## src/rtl/reg_file.sv

```systemverilog
// ALU operand register file: two combinational read ports with write-through
// bypass, one synchronous write port, r0 hardwired to zero, registered zero flag.
module reg_file #(
    parameter int DATA_W = 8,
    parameter int ADDR_W = 3
) (
    input  logic              clk,
    input  logic              rst_n,
    input  logic [ADDR_W-1:0] rd_addr1,
    input  logic [ADDR_W-1:0] rd_addr2,
    output logic [DATA_W-1:0] rd_data1,
    output logic [DATA_W-1:0] rd_data2,
    input  logic              wr_en,
    input  logic [ADDR_W-1:0] wr_addr,
    input  logic [DATA_W-1:0] wr_data,
    input  logic              flag_we,
    input  logic              alu_zero,
    output logic              zero_flag
);

    localparam int NREG = 1 << ADDR_W;

    // r0 has no storage; only r1..r(N-1) exist as flops.
    logic [DATA_W-1:0] regs [1:NREG-1];
    logic              wr_valid;

    assign wr_valid = wr_en && (wr_addr != '0);

    always_ff @(posedge clk or negedge rst_n) begin
        if (!rst_n) begin
            for (int i = 1; i < NREG; i++) begin
                regs[i] <= '0;
            end
        end else begin
            for (int i = 1; i < NREG; i++) begin
                if (wr_valid && (wr_addr == i[ADDR_W-1:0])) begin
                    regs[i] <= wr_data;
                end
            end
        end
    end

    always_ff @(posedge clk or negedge rst_n) begin
        if (!rst_n) begin
            zero_flag <= 1'b0;
        end else if (flag_we) begin
            zero_flag <= alu_zero;
        end
    end

    // Bypass depends on wr_en only, so it still forwards while reset is held.
    function automatic logic [DATA_W-1:0] read_port(input logic [ADDR_W-1:0] addr);
        logic [DATA_W-1:0] val;
        val = '0;
        for (int i = 1; i < NREG; i++) begin
            if (addr == i[ADDR_W-1:0]) begin
                val = regs[i];
            end
        end
        if (wr_valid && (wr_addr == addr)) begin
            val = wr_data;
        end
        return val;
    endfunction

    always_comb begin
        rd_data1 = read_port(rd_addr1);
        rd_data2 = read_port(rd_addr2);
    end

endmodule

```

## config.mk

```make
export PLATFORM = sky130hd
export DESIGN_NAME = reg_file
export DESIGN_NICKNAME = d
export VERILOG_FILES = /design/src/rtl/reg_file.sv
export SDC_FILE = /design/constraint.sdc
export NUM_CORES = 1
export LEC_CHECK = 0
export CAP_MARGIN = 20
export CORE_ASPECT_RATIO = 1.1
export CORE_MARGIN = 8
export CORE_UTILIZATION = 57
export DETAILED_ROUTE_END_ITERATION = 8
export GPL_TIMING_DRIVEN = 0
export PLACE_DENSITY_LB_ADDON = 0.05
export SYNTH_ARGS = -nofsm -noshare
export SYNTH_HDL_FRONTEND = slang
export SYNTH_SLANG_ARGS = --single-unit
export TNS_END_PERCENT = 10
```

## constraint.sdc

```tcl
create_clock -name clk -period 2.3 [get_ports clk]
set_clock_uncertainty 0.15 [all_clocks]
set_input_delay 0.46 -clock clk [delete_from_list [all_inputs] [get_ports clk]]
set_output_delay 0.46 -clock clk [all_outputs]
set_load 0.03 [all_outputs]
```

* Word-level counts from Yosys, hierarchy flattened
Index checks and enable logic that the tools add are counted.
W data, S select, Z words.
** Cells by class
- $add $sub $neg :: 0
- $mul :: 0
- Div/mod/pow operators :: 0
- $lt $le $gt $ge :: 0
- Equal/unequal tests :: 23
- Shift-type cells :: 0
- Multiplexer cells :: 16
- Bitwise gates (word level) :: 0
- Reductions and logical operators :: 11
** Operators by type and width (number)
- $mux W8 :: 16
- $eq A3 B3 Y1 const B :: 12
- $eq A3 B2 Y1 const B :: 6
- $logic_and A1 B1 Y1 :: 10
- $eq A3 B1 Y1 const B :: 3
- $eq A3 B3 Y1 :: 2
- $reduce_bool A3 Y1 :: 1
** Word-level totals
- Register bits :: 57
- Latch bits :: 0
- Bits in writable memories :: 0
- Memory bits (read-only) :: 0
- Input bits :: 22
- Output and inout bits :: 17
- Word-level logic and storage cells :: 58
- Memories :: 0

* Longest topological paths before layout
- Word-level depth :: 9
- Depth in mapped cells :: 6
- Gate-level depth less buffers :: 4

* Least setup slack after synthesis
No wires, ideal clock.
- Path kind :: input to output
- Start :: input port rd_addr2[2]
- End :: output port rd_data2[0]
- Arrival time :: 1.964 ns
- Required time :: 1.690 ns
- Slack :: -0.274 ns
- Cell stages on the path :: 5
- Path buffers :: 2
- Path through :: clkbuf_1 clkbuf_1 mux4_2 o21bai_1 mux2i_1
** Between the ends
- Word-level cells in the longest chain between the ends :: 9
- Elaborated cells between the ends (all ways) :: 17
- Those cells by class :: eq/ne (8); mux (8); reduce/logical (1)
** RTL lines
- start: declaration :: line 10 : input logic [ADDR_W-1:0] rd_addr2,
- $eq A3 B1 Y1 :: line 56 : if (addr == i[ADDR_W-1:0]) begin
- $mux W8 (7 in a row) :: line 56
- $mux W8 * :: line 60 : if (wr_valid && (wr_addr == addr)) begin
- end: declaration :: line 12 : output logic [DATA_W-1:0] rd_data2,
Mark *: on every way between the ends. The rest lies on a longest branch, timed or not.

* Final worst setup path
- Start :: input port rd_addr1[0]
- End :: output port rd_data1[4]
** Between the ends
- Word-level cells in the longest chain between the ends :: 9
- Elaborated cells between the ends (all ways) :: 17
- Those cells by class :: eq/ne (8); mux (8); reduce/logical (1)
** RTL lines
- start: declaration :: line 9 : input logic [ADDR_W-1:0] rd_addr1,
- $eq A3 B1 Y1 :: line 56
- $mux W8 (7 in a row) :: line 56
- $mux W8 * :: line 60
- end: declaration :: line 11 : output logic [DATA_W-1:0] rd_data1,
Marked as above.

==> flow_summary.ini <==
[drt]
ant_nets = 0
drc = 0
dr_total_vias = 3316
drt_first_pass_iters = 8
route.detailed.vias_per_inst = 6.515
drt_first_iter_violations = 301
wl_per_cell_um = 21.57
drt_total_wl_um = 10980

[placement]
dpl.hpwl_um = 7462
dp_worst_setup_slack_ns = -1.377
portBuffers = 34
postPlaceCellArea_um2 = 4104
global_placer_s_final_weighted_congestion = 0.8678

[floorplan]
fp.dieH_um = 99.13
io_pins = 39
die_area_um2 = 9077
rows = 30
core_area_um2 = 6118
floorplan.initialDensity_pct = 58.53
dieWidth_um = 91.57

[power]
vdd_ir_drop_max_v = 0.0006709
p_per_area_nw_per_um2 = 746.2
total_switching_power_mw = 1.218
switching_share_pct = 33.53
p_int_mw = 2.416
sequential_fraction_of_design_power_pct = 38.9
leakagePower_nw = 2.071
combPwrFrac_pct = 30.8
power_share_of_the_clock_group_pct = 30.2

[cells_and_area]
count_of_nets_after_finishing = 446
drive_above_1_share_pct = 39.86
area_growth_pct = 35.99
final_design_area_no_fill_um2 = 4870
antenna_cells_inserted = 0

[timing]
timing.final.ws_setup_ns = -0.1559
max_slew_margin_pct = 56.23
rsz0062_at_grt = yes
worst_tran_pin_value_ns = 0.6530
max_freq_mhz = 407.2
post-route-min-period_ns = 2.456
setup-violations-final = 16
min_period_over_period_pct = 106.8
hold_violations = 0
final-max-slew-violation-count = 0

[logic_synthesis]
yosys_warnings = 0
syn_inst = 356
post_synth_edffs = 0
count_of_state_elements_after_synthesis = 57
seq_area_frac_synth_pct = 39.83
synth_top_cell_area_share_pct = 39.83
synth_fp_nets = 378
synth_top_flop_cell = dfrtp_1
yosys.cell_count.top_type = dfrtp_1
synth.distinct_cells = 46
postSynthAreaPerCell_um2 = 10.06
post_synth_instance_area_um2 = 3581
netlist_top_cells_count = 57 x dfrtp_1, 41 x nand2_1, 34 x o21ai_0
async_flop_share_pct = 100.0
synth_top_cells_by_area = dfrtp_1 40%, mux2_2 8.2%, mux2i_1 4.8%
synth_largest_area_cell = dfrtp_1

[grt]
track_usage_pct = 24.66
grt_first_pass_wirelength_um = 17770
gr-total-overflow = 0
antenna_found_initial = 0
grt_use_met2_pct = 39.21
largest_net_degree_at_the_start_of_global_routing = 39
gr-max-usage-layer = met2
grt_pass1_vias = 3468
grt.met3_usage_pct = 7.159
use_met1_pct = 30.10

[clock_network]
clock_tree.buffer_depth = 2
cts_root_buf = clkbuf_8
clock_sinks = 57
cts_buffers = 9
tritoncts = done
cts.reportedPaths.clkPinSlew_ns = 0.07
cts_max_level = 3
worst_skew_pair.late_latency_ns = 0.35

[setup_path]
timing.critical_path.required_ns = 1.69
timing.critical_path.to_type = primary output
cp_max_fo = 10
timing_worst_setup_path_type = primary input to primary output
timing.critical_path.from_type = primary input
worst_ep_arrival_time_ns = 1.85

[min_path]
hold_path.class = flop to flop

[run_status]
result_of_the_run = finished, violations left
failed_checks = negative setup slack

[job]
max_cap_viol_count = 0
power by group through the flow:
| stage | clock network, mW | logic [mW] | registers, mW |
|---|---|---|---|
| global route | 1.14 | 1.20 | 1.43 |
| CTS | 1.09 | 1.07 | 1.40 |
| global placement | 0 | 0.913 | 1.39 |
| finish | 1.10 | 1.12 | 1.42 |
| floorplan | 0 | 0.670 | 1.33 |
| detailed placement | 0 | 0.948 | 1.40 |
worst paths after layout:
check	from	endpoint	slack (ns)	cells past startpoint
worst max-delay path	rd_addr1[0]	rd_data1[4]	-0.16	6
worst min-delay path	zero_flag	zero_flag	0.36	1
worst max register to register	regs[41]	regs[41]	1.32	1
worst min register to register	zero_flag	zero_flag	0.36	1
max in group asynchronous	rst_n	regs[41]	0.92	3
min in group asynchronous	rst_n	regs[7]	0.46	2
cell families after synthesis:
group / count (synthesis) / synth area share (%)
and+or+nand+nor: 98 / 14.57
DFF: 57 / 39.83
xor gates and xnor gates: 4 / 0.9782
muxes: 50 / 17.02
AOI/OAI and AO/OA: 103 / 21.03
buffers and inverters: 44 / 6.569
state kept, by name (all words and copies together) (netlist names):
signal     flops
zero_flag      1
regs          56
through the flow:
stage	instances	TNS, ns	util (%)	hold WS, ns	total power, mW
after CTS	507	-1.073	78.26	0.3659	3.557
after detailed placement	471	-22.75	67.08	0.3027	2.352
after floorplan	356	-1.166	-	0.01441	2.004
final	509	-1.654	79.59	0.3606	3.634
after global placement	470	-85.56	66.83	0.3387	2.303
after global routing	509	-2.390	79.59	0.3894	3.771
critical path, stage by stage:
cell and delay, ns:
buf_4 0.14, buf_6 0.17, nand3_1 0.32, a211oi_1 0.49, a221oi_2 0.06, buf_4 0.19
per-layer routing:
metal | vias to the layer above | part of all wire, %
met5 | - | 0
li1 | 1470 | -
met4 | 0 | 4.1
met3 | 49 | 8.6
met1 | 1600 | 40
met2 | 197 | 47
layout by cell type (no fill, tap or decap), types with 3 or more instances in the layout:
| cell type | count |
|---|---|
| buf_4 | 29 |
| buf_12 | 3 |
| o21ai_0 | 33 |
| a21oi_1 | 3 |
| clkbuf_4 | 3 |
| a211oi_1 | 7 |
| a221oi_2 | 11 |
| clkbuf_1 | 5 |
| buf_2 | 8 |
| buf_6 | 25 |
| nand2_1 | 38 |
| a22o_1 | 8 |
| dfrtp_1 | 56 |
| nand4_1 | 3 |
| mux2i_1 | 12 |
| inv_1 | 10 |
| o21bai_4 | 6 |
| buf_8 | 3 |
| clkbuf_8 | 10 |
| nor2b_1 | 8 |
| a32oi_1 | 7 |
| mux2_2 | 26 |
| nand4b_1 | 5 |
| a221oi_1 | 3 |
| mux2i_4 | 5 |
| clkdlybuf4s50_1 | 10 |
| a31oi_1 | 7 |
| nor2_1 | 13 |
| mux4_2 | 6 |
| o22ai_1 | 10 |
final cells by class:
cell class              count  area (um2)
repair buffers             60       566.8
clock inverters             6       90.09
well taps                  80       100.1
flip-flops and latches     57        1428
clock buffers              10       137.6
inverters                  11       45.04
fillers                   366        1249
plain buffers              30       266.5
multi-input cells         255        2236
timing repair:
| action | CTS | global route |
|---|---|---|
| cloned | 5 | 0 |
| gates resized for setup | 219 | 17 |
| pin swaps | 27 | 5 |
| hold buffers | 1 | 0 |
| hold endpoints to repair | 19 | 0 |
| endpoints found under the setup margin | 16 | 16 |
| setup buffers | 18 | 3 |
(Power assumes the default switching activity.)
